===== config.mk =====
export PLATFORM = sky130hd
export DESIGN_NAME = nibble_serial_adder_ctrl_flat
export DESIGN_NICKNAME = d
export VERILOG_FILES = /design/src/rtl/serial_adder_pkg.sv /design/src/rtl/nibble_serial_adder_ctrl_if.sv /design/src/rtl/ripple_addr_4_bit.sv /design/src/rtl/nibble_serial_adder_ctrl.sv /design/src/flat_wrapper.sv
export SDC_FILE = /design/constraint.sdc
export NUM_CORES = 1
export LEC_CHECK = 0
export BUFFER_PORTS_ARGS = -buffer_cell sky130_fd_sc_hd__buf_4
export CELL_PAD_IN_SITES_DETAIL_PLACEMENT = 2
export CELL_PAD_IN_SITES_GLOBAL_PLACEMENT = 2
export CORE_MARGIN = 3
export CORE_UTILIZATION = 32
export CTS_CLUSTER_SIZE = 40
export DETAILED_ROUTE_END_ITERATION = 6
export PLACE_DENSITY_LB_ADDON = 0.1
export SETUP_SLACK_MARGIN = 0.1
export SLEW_MARGIN = 20
export SYNTH_ARGS = -nofsm -noshare
export SYNTH_HDL_FRONTEND = slang
export SYNTH_SLANG_ARGS = --single-unit

===== constraint.sdc =====
create_clock -name CLK -period 2 [get_ports CLK]
set_input_delay 0.3 -clock CLK [delete_from_list [all_inputs] [get_ports CLK]]
set_output_delay 0.3 -clock CLK [all_outputs]
set_load 0.02 [all_outputs]

===== src/rtl/serial_adder_pkg.sv =====
// Shared definitions for the nibble-serial adder controller: state encoding
// and the slice width of the shared ripple adder.
package serial_adder_pkg;

    localparam int NIB_W = 4;

    typedef enum logic [1:0] {
        IDLE = 2'd0,
        RUN  = 2'd1,
        DONE = 2'd2
    } state_t;

endpackage


===== src/rtl/nibble_serial_adder_ctrl_if.sv =====
// Request/response bundle between a requesting datapath (master) and the
// nibble-serial adder controller (slave).
interface nibble_serial_adder_ctrl_if #(
    parameter int NIBBLES = 4
);
    import serial_adder_pkg::*;

    localparam int W = NIB_W * NIBBLES;

    logic         start;
    logic [W-1:0] A;
    logic [W-1:0] B;
    logic         C_in;
    logic         busy;
    logic         done;
    logic [W-1:0] SUM;
    logic         C_out;

    modport master (
        output start, A, B, C_in,
        input  busy, done, SUM, C_out
    );

    modport slave (
        input  start, A, B, C_in,
        output busy, done, SUM, C_out
    );

endinterface


===== src/rtl/ripple_addr_4_bit.sv =====
// Shared 4-bit ripple-carry adder: Z/C_out = X + Y + C_in, purely combinational.
module ripple_addr_4_bit (
    input  logic [3:0] X,
    input  logic [3:0] Y,
    input  logic       C_in,
    output logic [3:0] Z,
    output logic       C_out
);

    logic [4:0] w_c;

    assign w_c[0] = C_in;

    for (genvar i = 0; i < 4; i++) begin : g_fa
        assign Z[i]     = X[i] ^ Y[i] ^ w_c[i];
        assign w_c[i+1] = (X[i] & Y[i]) | (w_c[i] & (X[i] ^ Y[i]));
    end

    assign C_out = w_c[4];

endmodule


===== src/rtl/nibble_serial_adder_ctrl.sv =====
// Steps one shared 4-bit adder over NIBBLES slices, LSB nibble first, keeping
// the inter-nibble carry in a register; returns {C_out, SUM} with a done pulse.
module nibble_serial_adder_ctrl
    import serial_adder_pkg::*;
#(
    parameter int NIBBLES = 4
) (
    input  logic                        CLK,
    input  logic                        RST,
    nibble_serial_adder_ctrl_if.slave   ctrl
);

    localparam int W     = NIB_W * NIBBLES;
    localparam int IDX_W = (NIBBLES > 1) ? $clog2(NIBBLES) : 1;

    state_t             r_state;
    logic [W-1:0]       r_a_sh;
    logic [W-1:0]       r_b_sh;
    logic [W-1:0]       r_sum;
    logic               r_carry;
    logic               r_cout;
    logic [IDX_W-1:0]   r_idx;
    logic               r_busy;
    logic               r_done;

    logic [NIB_W-1:0]   w_z;
    logic               w_cout;
    logic               w_last;

    ripple_addr_4_bit u_adder (
        .X     (r_a_sh[NIB_W-1:0]),
        .Y     (r_b_sh[NIB_W-1:0]),
        .C_in  (r_carry),
        .Z     (w_z),
        .C_out (w_cout)
    );

    assign w_last = (r_idx == IDX_W'(NIBBLES - 1));

    // NOTE: every register here, datapath included, is cleared by the async
    // reset so an aborted operation leaves no stale operands or partial sum.
    always_ff @(posedge CLK or posedge RST) begin
        if (RST) begin
            r_state <= IDLE;
            r_a_sh  <= '0;
            r_b_sh  <= '0;
            r_sum   <= '0;
            r_carry <= 1'b0;
            r_cout  <= 1'b0;
            r_idx   <= '0;
            r_busy  <= 1'b0;
            r_done  <= 1'b0;
        end else begin
            // NOTE: non-blocking assignments so every branch sees pre-edge state.
            case (r_state)
                IDLE: begin
                    if (ctrl.start) begin
                        r_a_sh  <= ctrl.A;
                        r_b_sh  <= ctrl.B;
                        r_carry <= ctrl.C_in;
                        r_idx   <= '0;
                        r_state <= RUN;
                        r_busy  <= 1'b1;
                    end
                end
                RUN: begin
                    // New nibble enters at the top; after NIBBLES steps it is aligned.
                    r_sum   <= (r_sum >> NIB_W) | (W'(w_z) << (W - NIB_W));
                    r_carry <= w_cout;
                    r_a_sh  <= r_a_sh >> NIB_W;
                    r_b_sh  <= r_b_sh >> NIB_W;
                    r_idx   <= r_idx + IDX_W'(1);
                    if (w_last) begin
                        r_cout  <= w_cout;
                        r_state <= DONE;
                        r_done  <= 1'b1;
                    end
                end
                DONE: begin
                    r_state <= IDLE;
                    r_busy  <= 1'b0;
                    r_done  <= 1'b0;
                end
                default: begin
                    r_state <= IDLE;
                    r_busy  <= 1'b0;
                    r_done  <= 1'b0;
                end
            endcase
        end
    end

    assign ctrl.busy  = r_busy;
    assign ctrl.done  = r_done;
    assign ctrl.SUM   = r_sum;
    assign ctrl.C_out = r_cout;

endmodule

===== src/flat_wrapper.sv =====
// flat-port wrapper written by rule: the top's interface ports become plain ports
module nibble_serial_adder_ctrl_flat import serial_adder_pkg::*;
#(
    parameter int NIBBLES = 4
)
  (CLK, RST, ctrl_start, ctrl_A, ctrl_B, ctrl_C_in, ctrl_busy, ctrl_done, ctrl_SUM, ctrl_C_out);
  nibble_serial_adder_ctrl_if #(.NIBBLES(NIBBLES)) ctrl_i ();
  input  logic CLK;
  input  logic RST;
  input wire logic [$bits(ctrl_i.start)-1:0] ctrl_start;
  input wire logic [$bits(ctrl_i.A)-1:0] ctrl_A;
  input wire logic [$bits(ctrl_i.B)-1:0] ctrl_B;
  input wire logic [$bits(ctrl_i.C_in)-1:0] ctrl_C_in;
  output wire logic [$bits(ctrl_i.busy)-1:0] ctrl_busy;
  output wire logic [$bits(ctrl_i.done)-1:0] ctrl_done;
  output wire logic [$bits(ctrl_i.SUM)-1:0] ctrl_SUM;
  output wire logic [$bits(ctrl_i.C_out)-1:0] ctrl_C_out;
  assign ctrl_i.start = ctrl_start;
  assign ctrl_i.A = ctrl_A;
  assign ctrl_i.B = ctrl_B;
  assign ctrl_i.C_in = ctrl_C_in;
  assign ctrl_busy = ctrl_i.busy;
  assign ctrl_done = ctrl_i.done;
  assign ctrl_SUM = ctrl_i.SUM;
  assign ctrl_C_out = ctrl_i.C_out;
  nibble_serial_adder_ctrl #(.NIBBLES(NIBBLES)) u_core (.CLK(CLK), .RST(RST), .ctrl(ctrl_i));
endmodule

==> results.cfg, run 1 <==
[place]
placed_area_sq_mm = 0.00314
place_hpwl_um = 4390
place_congestion = 0.694
dp_cells = 367
numPortBuffers = 54

[floorplan]
die_area_sq_mm = 0.00926
dieWidth_um = 96.2
initial_core_util_pct = 33.4
core_area_sq_mm = 0.00781
die_height_um = 96.2
row_count = 32
io-pin-count = 55

[worst_hold_path]
hp-start = ctrl_B[12]
min_path_cells = 2
min_to = u_core.r_b_sh[12]
hold_class = in -> reg

[worst_setup_path]
worstPathRequired_ps = 2220
path_buf_inv = 3
worstPathArrival_ps = 2350
start_kind = flip-flop
crit_fanout = 2
cp_top_family = adder cells
crit_type = reg -> reg
path_cells = fa_2, inv_2, fa_2, inv_2, fa_2, inv_2, fa_2, mux2i_1
slowest_stage = dfrtp_1
cpPeakStageDelay_ps = 420
rr_worst_depth = 8
r2r-end = u_core.ctrl.SUM[15]
end_kind = flip-flop
rr_startpoint = u_core.r_a_sh[0]
cp_common_cell = fa_2
reg2reg_slack_ps = -120

[synthesis]
ys_ff_latch = 56
synth_cells = 220
synth.avg_cell_area_sq_um = 11.8
yosysWarnings = 0
ys_types = 28
syn_nets = 261
syn-cell-area_sq_mm = 0.00261
ys_seq_area_share_pct = 53.8

[detailed_routing]
viasPerCell = 5.06
wirelength_um = 6230
dr.pass1.iters = 6
drt_iter0_drc = 129
wl_per_cell_um = 16.5
post-route-drc-count = 0
vias = 1909
ant_nets = 0

[global_routing]
grtUsageTotal_pct = 14.1
grt_pass1_vias = 1975
grt_first_pass_wirelength_um = 10100
antenna_found_initial = 0
grt_max_degree = 40
gr-total-overflow = 0

[final_layout]
layout.cells.non_filler = 377
layout_common_cells = buf_4, dfrtp_1, inv_1
diodes = 0
final_area_sq_mm = 0.00326
syn2layout_area_growth_pct = 25.2
nets = 316
layout_commonest_cell = buf_4
drive_gt1_share_pct = 34.9
fillCellCount = 811

[sta]
finClkSkew_ps = 4.03
report.final.slew_viol_count = 0
hold_ws_ps = 239
fmax_mhz = 471
rsz0062_at_grt = true
setup_slack_ps = -124
period_minus_slack_ps = 2120
hold_violations = 0
finalSetupViolCount = 2
worst_pin_slew_ps = 395
fin_crit_sh_pct = 106
max-slew-margin-rel_pct = 73.6

[clock_tree]
clockBufferDepth = 2
numCtsBuffers = 5
cts_sinks = 56
insertion_delay_ps = 300
cts_tree = yes
clk_pin_slew_ps = 100
htreeDepth = 2
root_buffer = clkbuf_8

[run_status]
outcome = complete, but fails checks
violations = negative setup slack

[power_and_ir_drop]
power.density_mw_per_mm2 = 1630
p_leak_nw = 1.52
ir_worst_vdd_uv = 447
finalPower_mw = 5.31

[run]
max_cap_viol_count = 0
cell usage after synthesis, drive strengths merged:
| cell | instances | area (sq um) |
|---|---|---|
| dfrtp | 56 | 1400 |
| nand2b | 2 | 12.5 |
| nor4b | 7 | 61.3 |
| inv | 37 | 139 |
| ha | 1 | 12.5 |
| clkbuf | 4 | 15.0 |
| a21oi | 3 | 15.0 |
| or2 | 1 | 6.26 |
| o221ai | 4 | 35.0 |
| buf | 15 | 106 |
| and3b | 1 | 8.76 |
| mux2 | 15 | 169 |
| o21bai | 1 | 18.8 |
| nand2 | 4 | 15.0 |
| a222oi | 18 | 180 |
| a32o | 4 | 40.0 |
| nor2 | 9 | 33.8 |
| nor2b | 19 | 126 |
| nand3b | 4 | 30.0 |
| fa | 4 | 80.1 |
| a221oi | 7 | 61.3 |
| mux2i | 3 | 30.0 |
| a22o | 1 | 8.76 |
worst register-to-register path: stages, from the launching register on:
cell and delay, ps:
dfrtp_1 420, fa_2 390, inv_2 60, fa_2 190, inv_2 40, fa_2 330
inv_2 70, fa_2 420, mux2i_1 140
area by class of cell:
type | count | area, sq um | area share, %
multi-input cells | 108 | 955 | 29.3
well taps | 102 | 128 | 3.91
inverters | 37 | 139 | 4.26
clock buffers | 7 | 96.3 | 2.95
repair buffers | 67 | 543 | 16.6
flip-flops and latches | 56 | 1400 | 43.0
state kept, by name, summed over array words and instances, names as in the netlist:
name and count:
u_core.r_carry 1, u_core.r_b_sh 16, u_core.ctrl.C_out 1, u_core.ctrl.SUM 16, u_core.ctrl.busy 1, u_core.r_idx 2, u_core.r_a_sh 16, u_core.ctrl.done 1
u_core.r_state 2
where the power goes:
| part | leakage, nW | internal, mW | switching, mW | total [mW] |
|---|---|---|---|---|
| clock | 0.0503 | 0.310 | 0.350 | 0.659 |
| combinational | 0.809 | 1.29 | 1.39 | 2.68 |
| sequential | 0.664 | 1.69 | 0.281 | 1.97 |
| total | 1.52 | 3.29 | 2.02 | 5.31 |
per-layer routing:
layer / GRT usage [%] / up-vias / share of wire [%]
met1: 19.8 / 976 / 47
met5: 0 / - / 0
li1: - / 882 / -
met4: 2.49 / 0 / 0.29
met2: 22.8 / 49 / 48
met3: 2.97 / 2 / 4.7
timing repair:
item                                    4_1_cts  5_1_grt
pin swaps                                     1        2
buffers inserted                              1        1
endpoints found under the setup margin        3        4
gates resized for setup                       1        1
hold buffers                                  1        0
endpoints found under the hold margin        17        0
worst max-delay path by stage:
stage                          endpoint  cells past startpoint  slack (ps)             start
floorplan           u_core.ctrl.SUM[15]                      8         0.9  u_core.r_a_sh[0]
global route        u_core.ctrl.SUM[15]                      8        -210  u_core.r_a_sh[0]
global placement    u_core.ctrl.SUM[15]                      8         -40  u_core.r_a_sh[0]
CTS                 u_core.ctrl.SUM[15]                      8        -140  u_core.r_a_sh[0]
finish              u_core.ctrl.SUM[15]                      8        -120  u_core.r_a_sh[0]
detailed placement  u_core.ctrl.SUM[15]                      8        -120  u_core.r_a_sh[0]
cells by family after synthesis:
| family | share of synthesized area, % |
|---|---|
| adders and majority gates | 3.55 |
| buffers and inverters | 9.99 |
| muxes | 7.63 |
| DFF | 53.8 |
| and+or+nand+nor | 11.3 |
| AOI/OAI and AO/OA | 13.8 |
per-stage QoR:
stage	TNS [ps]	util (%)	setup slack [ps]
3_3_place_gp	-74.4	40.2	-38.1
5_1_grt	-487	41.8	-214
4_1_cts	-293	41.7	-140
3_5_place_dp	-261	40.2	-123
6_report	-151	41.8	-124
2_1_floorplan	0	-	0.868
Power figures use the tool's default switching activity.
==> run 2, diff against run 1 <==
--- a/config.mk
+++ b/config.mk
@@ -5,11 +5,12 @@
 export SDC_FILE = /design/constraint.sdc
 export NUM_CORES = 1
 export LEC_CHECK = 0
+export ABC_AREA = 1
 export BUFFER_PORTS_ARGS = -buffer_cell sky130_fd_sc_hd__buf_4
 export CELL_PAD_IN_SITES_DETAIL_PLACEMENT = 2
 export CELL_PAD_IN_SITES_GLOBAL_PLACEMENT = 2
 export CORE_MARGIN = 3
-export CORE_UTILIZATION = 32
+export CORE_UTILIZATION = 28
 export CTS_CLUSTER_SIZE = 40
 export DETAILED_ROUTE_END_ITERATION = 6
 export PLACE_DENSITY_LB_ADDON = 0.1
==> run 2 against run 1 <==
- the run still ends with negative setup slack left
- critical path depth unchanged
- worst setup slack improved by 58 ps
- final cell count grew 17%
- clock power is 2% lower
- worst hold slack lost 200 ps
- synthesized cell count grew 29%
- via count up 11%
- count of clock-buffer cells in the layout is 1 higher
- combinational power down 19%
- critical path type unchanged
- largest power group unchanged
==> results.cfg, run 2 <==
[clock_tree]
post-cts-setup-buffers = 0
cts_sinks = 56
insertion_delay_ps = 310
numCtsBuffers = 5
clockBufferDepth = 2
root_buffer = clkbuf_8
clk_pin_slew_ps = 100
cts_tree = yes
htreeDepth = 2

[synthesis]
synth-main-ff-cell = dfrtp_1
syn_nets = 324
synth-simple-area-share_pct = 32.8
synth_compound_area_share_pct = 1.41
synth.avg_cell_area_sq_um = 8.78
yosys.area.top_type_share_pct = 56.4
synth-xor-area-share_pct = 0
ys_ff_latch = 56
yosysWarnings = 0
ys_types = 16
ys_async_sr_fraction_pct = 100
synth_edf_count = 0
synth_fa_ha_area_share_pct = 3.73
synth_area_leaders = dfrtp_1, nand3_1, nand2_1
yosys.area.top_type = dfrtp_1
synth_most_common_cell = nand2_1
synth_top_family_by_area = simple AND/OR/NAND/NOR gates
syn-cell-area_sq_mm = 0.00248
synth_cells = 283
synth.mux.area_fraction_pct = 0
ys_seq_area_share_pct = 56.4
synth_commonest_cells = nand2_1, nand3_1, dfrtp_1, buf_2, inv_1

[global_routing]
grt_busiest_layer = met2
gr-total-overflow = 0
grt_first_pass_wirelength_um = 11600
grt_max_degree = 42
grt_use_met2_pct = 24.4
grtUsageTotal_pct = 14.6
grt_pass1_vias = 2362
antenna_found_initial = 0
grt_util_met1_pct = 19.6
grt_use_met3_pct = 2.43

[worst_setup_path]
worstPathRequired_ps = 2230
crit_type = reg -> reg
path_buf_inv = 3
start_kind = flip-flop
crit_fanout = 2
end_kind = flip-flop
slowest_stage = dfrtp_1
path_cells = fa_2, inv_2, fa_2, inv_2, fa_2, inv_2, fa_1, o21ai_1
worstPathArrival_ps = 2300
cp_top_family = adder cells
cpPeakStageDelay_ps = 420

[power_and_ir_drop]
ir_worst_vdd_uv = 506
power.density_mw_per_mm2 = 1530
p_leak_nw = 1.60

[detailed_routing]
wirelength_um = 6790
viasPerCell = 4.81
drt_iter0_drc = 34
dr.pass1.iters = 4
ant_nets = 0
post-route-drc-count = 0
vias = 2126
wl_per_cell_um = 15.4

[run_status]
outcome = complete, but fails checks
violations = negative setup slack

[place]
post-place-ws_ps = -89.3
dp_cells = 434
place_hpwl_um = 4700
numPortBuffers = 54
place_congestion = 0.732

[floorplan]
die_area_sq_mm = 0.0100
initial_core_util_pct = 29.5
row_count = 33
dieWidth_um = 100
io-pin-count = 55
die_height_um = 100
core_area_sq_mm = 0.00842

[final_layout]
fillCellCount = 997
syn2layout_area_growth_pct = 25.5
diodes = 0
layout.cells.non_filler = 442
utilization_pct = 37.0
layout_common_cells = nand2_1, nand3_1, buf_4
layout_commonest_cell = nand2_1
nets = 377
drive_gt1_share_pct = 24.6

[sta]
report.final.slew_viol_count = 0
setup_slack_ps = -65.8
max-slew-margin-rel_pct = 63.4
finalSetupViolCount = 1
hold_ws_ps = 40.0
finClkSkew_ps = 5.08
fin_crit_sh_pct = 103
rsz0062_at_grt = true
setup_tns_ps = -65.8
period_minus_slack_ps = 2070
fmax_mhz = 484
hold_violations = 0
worst_pin_slew_ps = 548

[worst_hold_path]
hold_class = in -> async

[run]
max_cap_viol_count = 0
-- run 2: changes by cell type after synthesis, sizes merged, moves of 15 or more --
cell | before | now
inv | 37 | 14
nand2 | 4 | 94
nand3 | 0 | 84
mux2 | 15 | 0
a222oi | 18 | 0
nor2b | 19 | 0
-- run 2: cells by family after synthesis --
group / after synthesis
and+or+nand+nor: 183
DFF: 56
adders and majority gates: 5
AOI/OAI and AO/OA: 7
buffers and inverters: 32
-- run 2: cell type report --
class / count / area [sq um] / area share (%)
clock buffer: 8 / 90.1 / 2.89
sequential: 56 / 1400 / 44.9
tap: 105 / 131 / 4.21
timing repair buffer: 64 / 493 / 15.8
inverter: 14 / 52.6 / 1.69
multi-input combinational: 195 / 950 / 30.5
-- run 2: through the flow --
stage	total power, mW	area (sq um)
3_3_place_gp	4.14	3030
4_1_cts	4.88	3120
6_report	4.76	3120
5_1_grt	5.25	3120
3_5_place_dp	4.21	3030
2_1_floorplan	3.37	2490
-- run 2: repair_timing --
item                                    4_1_cts  5_1_grt
endpoints found under the setup margin        3        3
pin swaps                                     2        2
resized for setup                             1        1
hold buffers                                  0        0
-- run 2: routing by layer --
layer	part of all wire, %	vias to the layer above
met5	0	-
met4	1.2	0
met3	3.7	7
met2	49	40
met1	46	1060
li1	-	1019
-- run 2: worst paths after layout --
check / start / endpoint / slack, ps / depth (start not counted)
worst max-delay path: u_core.r_a_sh[0] / u_core.ctrl.SUM[15] / -70 / 8
worst min-delay path: RST / u_core.ctrl.SUM[15] / 40 / 2
worst max register to register: u_core.r_a_sh[0] / u_core.ctrl.SUM[15] / -70 / 8
worst min register to register: u_core.ctrl.SUM[2] / u_core.ctrl.SUM[2] / 490 / 2
max in group asynchronous: RST / u_core.ctrl.SUM[11] / 1420 / 3
min in group CLK: ctrl_B[12] / u_core.r_b_sh[12] / 180 / 3
-- run 2: power by group --
group	switching (mW)	total [mW]	leakage [nW]	internal, mW
clock	0.362	0.645	0.0455	0.284
sequential	0.336	1.96	0.716	1.62
combinational	1.35	2.16	0.840	0.808
total	2.05	4.76	1.60	2.71
==> run 3, diff against run 2 <==
--- a/config.mk
+++ b/config.mk
@@ -9,7 +9,6 @@
 export BUFFER_PORTS_ARGS = -buffer_cell sky130_fd_sc_hd__buf_4
 export CELL_PAD_IN_SITES_DETAIL_PLACEMENT = 2
 export CELL_PAD_IN_SITES_GLOBAL_PLACEMENT = 2
-export CORE_MARGIN = 3
 export CORE_UTILIZATION = 28
 export CTS_CLUSTER_SIZE = 40
 export DETAILED_ROUTE_END_ITERATION = 6
==> run 3 against run 2 <==
- the run still ends with negative setup slack left
- die area down 7.8%
- clock power grew 4.2%
- via count down 0.19%
- largest cell class unchanged
- maximum frequency down 0.11%
- non-clock buffer count shrank 3
- final area fell by 0.60%
- critical endpoint unchanged
- worst setup slack worse by 2.3 ps
==> results.cfg, run 3 (synthesis results as in run 2) <==
[global_routing]
grt_max_degree = 57
antenna_found_initial = 0
gr-total-overflow = 0
grt_pass1_vias = 2283
grt_first_pass_wirelength_um = 11700
grtUsageTotal_pct = 17.0

[sta]
fin_crit_sh_pct = 103
setup_slack_ps = -68.1
finClkSkew_ps = 4.63
rsz0062_at_grt = true
fmax_mhz = 484
worst_pin_slew_ps = 516
max-slew-margin-rel_pct = 65.6
report.final.slew_viol_count = 0
period_minus_slack_ps = 2070
finalSetupViolCount = 1
hold_violations = 0
hold_ws_ps = 26.6

[final_layout]
diodes = 0
nets = 374
layout_common_cells = nand2_1, nand3_1, buf_4
final_area_sq_mm = 0.00310
syn2layout_area_growth_pct = 24.8
drive_gt1_share_pct = 24.3
layout_commonest_cell = nand2_1

[worst_setup_path]
crit_fanout = 2
crit_type = reg -> reg
start_kind = flip-flop
worstPathArrival_ps = 2310
worstPathRequired_ps = 2250
end_kind = flip-flop

[detailed_routing]
wirelength_um = 6980
vias = 2122
drt_iter0_drc = 77
ant_nets = 0
post-route-drc-count = 0
wl_per_cell_um = 15.9
viasPerCell = 4.83
dr.pass1.iters = 4

[place]
place_hpwl_um = 4700
numPortBuffers = 54
place_congestion = 0.695
placed_area_sq_mm = 0.00301

[power_and_ir_drop]
finalPower_mw = 4.79
power.density_mw_per_mm2 = 1540
p_leak_nw = 1.59
ir_worst_vdd_uv = 456

[run_status]
violations = negative setup slack
outcome = complete, but fails checks

[floorplan]
dieWidth_um = 96.2
die_height_um = 96.2
row_count = 33
io-pin-count = 55
core_area_sq_mm = 0.00838
die_area_sq_mm = 0.00925
initial_core_util_pct = 29.6

[clock_tree]
cts_tree = yes
insertion_delay_ps = 320
htreeDepth = 2
post-cts-setup-buffers = 0
clockBufferDepth = 2
root_buffer = clkbuf_8
cts_sinks = 56
numCtsBuffers = 5
clk_pin_slew_ps = 100

[run]
max_cap_viol_count = 0

[worst_hold_path]
hold_class = in -> async
-- run 3: cell count changes in the layout (fill, tap and decap cells not counted), sizes merged --
cell	delta
buf	-3
clkbuf	-1
clkinvlp	+1
-- run 3: critical path, cell delays in order (launching register included) --
cell and delay (ps):
dfrtp_1 420, fa_2 390, inv_2 60, fa_2 180
inv_2 40, fa_2 330, inv_2 60, fa_1 410
o21ai_1 120
-- run 3: layout make-up --
cell class                 count  area [sq um]
clock buffer                   7          86.3
sequential                    56          1400
inverter                      14          52.6
clock inverter                 1          7.51
fill                         944          5280
multi-input combinational    195           950
tap                          105           131
timing repair buffer          61           470
-- run 3: power breakdown --
part	leakage, nW	internal (mW)	switching (mW)
Sequential	0.716	1.62	0.354
Clock	0.0445	0.283	0.389
Combinational	0.825	0.789	1.35
Total	1.59	2.69	2.09
-- run 3: path summary, 6_finish.rpt --
kind | to | depth (start not counted) | start | slack, ps
max | u_core.ctrl.SUM[15] | 8 | u_core.r_a_sh[0] | -70
min | u_core.r_b_sh[15] | 3 | RST | 30
max reg2reg | u_core.ctrl.SUM[15] | 8 | u_core.r_a_sh[0] | -70
min reg2reg | u_core.ctrl.SUM[3] | 2 | u_core.ctrl.SUM[3] | 500
max in group asynchronous | u_core.r_a_sh[5] | 3 | RST | 1710
min in group CLK | u_core.r_b_sh[14] | 3 | ctrl_B[14] | 170
-- run 3: routing by layer --
metal  share of wire [%]  global-route usage (%)  vias to the layer above
li1                    -                       -                     1015
met1                  46                    21.7                     1068
met2                  50                    29.0                       35
met3                 3.3                    3.79                        4
met4                0.63                    4.10                        0
met5                   0                       0                        -
-- run 3: repair_timing --
action	4_1_cts	5_1_grt
gates cloned	0	0
resized for setup	2	0
setup endpoints to repair	3	3
pin swaps	2	1
hold buffers	0	0
-- run 3: stage by stage --
step | setup slack [ps] | std cells | setup TNS (ps) | util [%]
after floorplan | 13.9 | 283 | 0 | -
after global placement | -30.5 | 431 | -30.5 | 35.9
after detailed placement | -88.8 | 431 | -104 | 35.9
after CTS | -99.5 | 439 | -124 | 37.0
after global routing | -164 | 439 | -230 | 37.0
final | -68.1 | 439 | -68.1 | 37.0
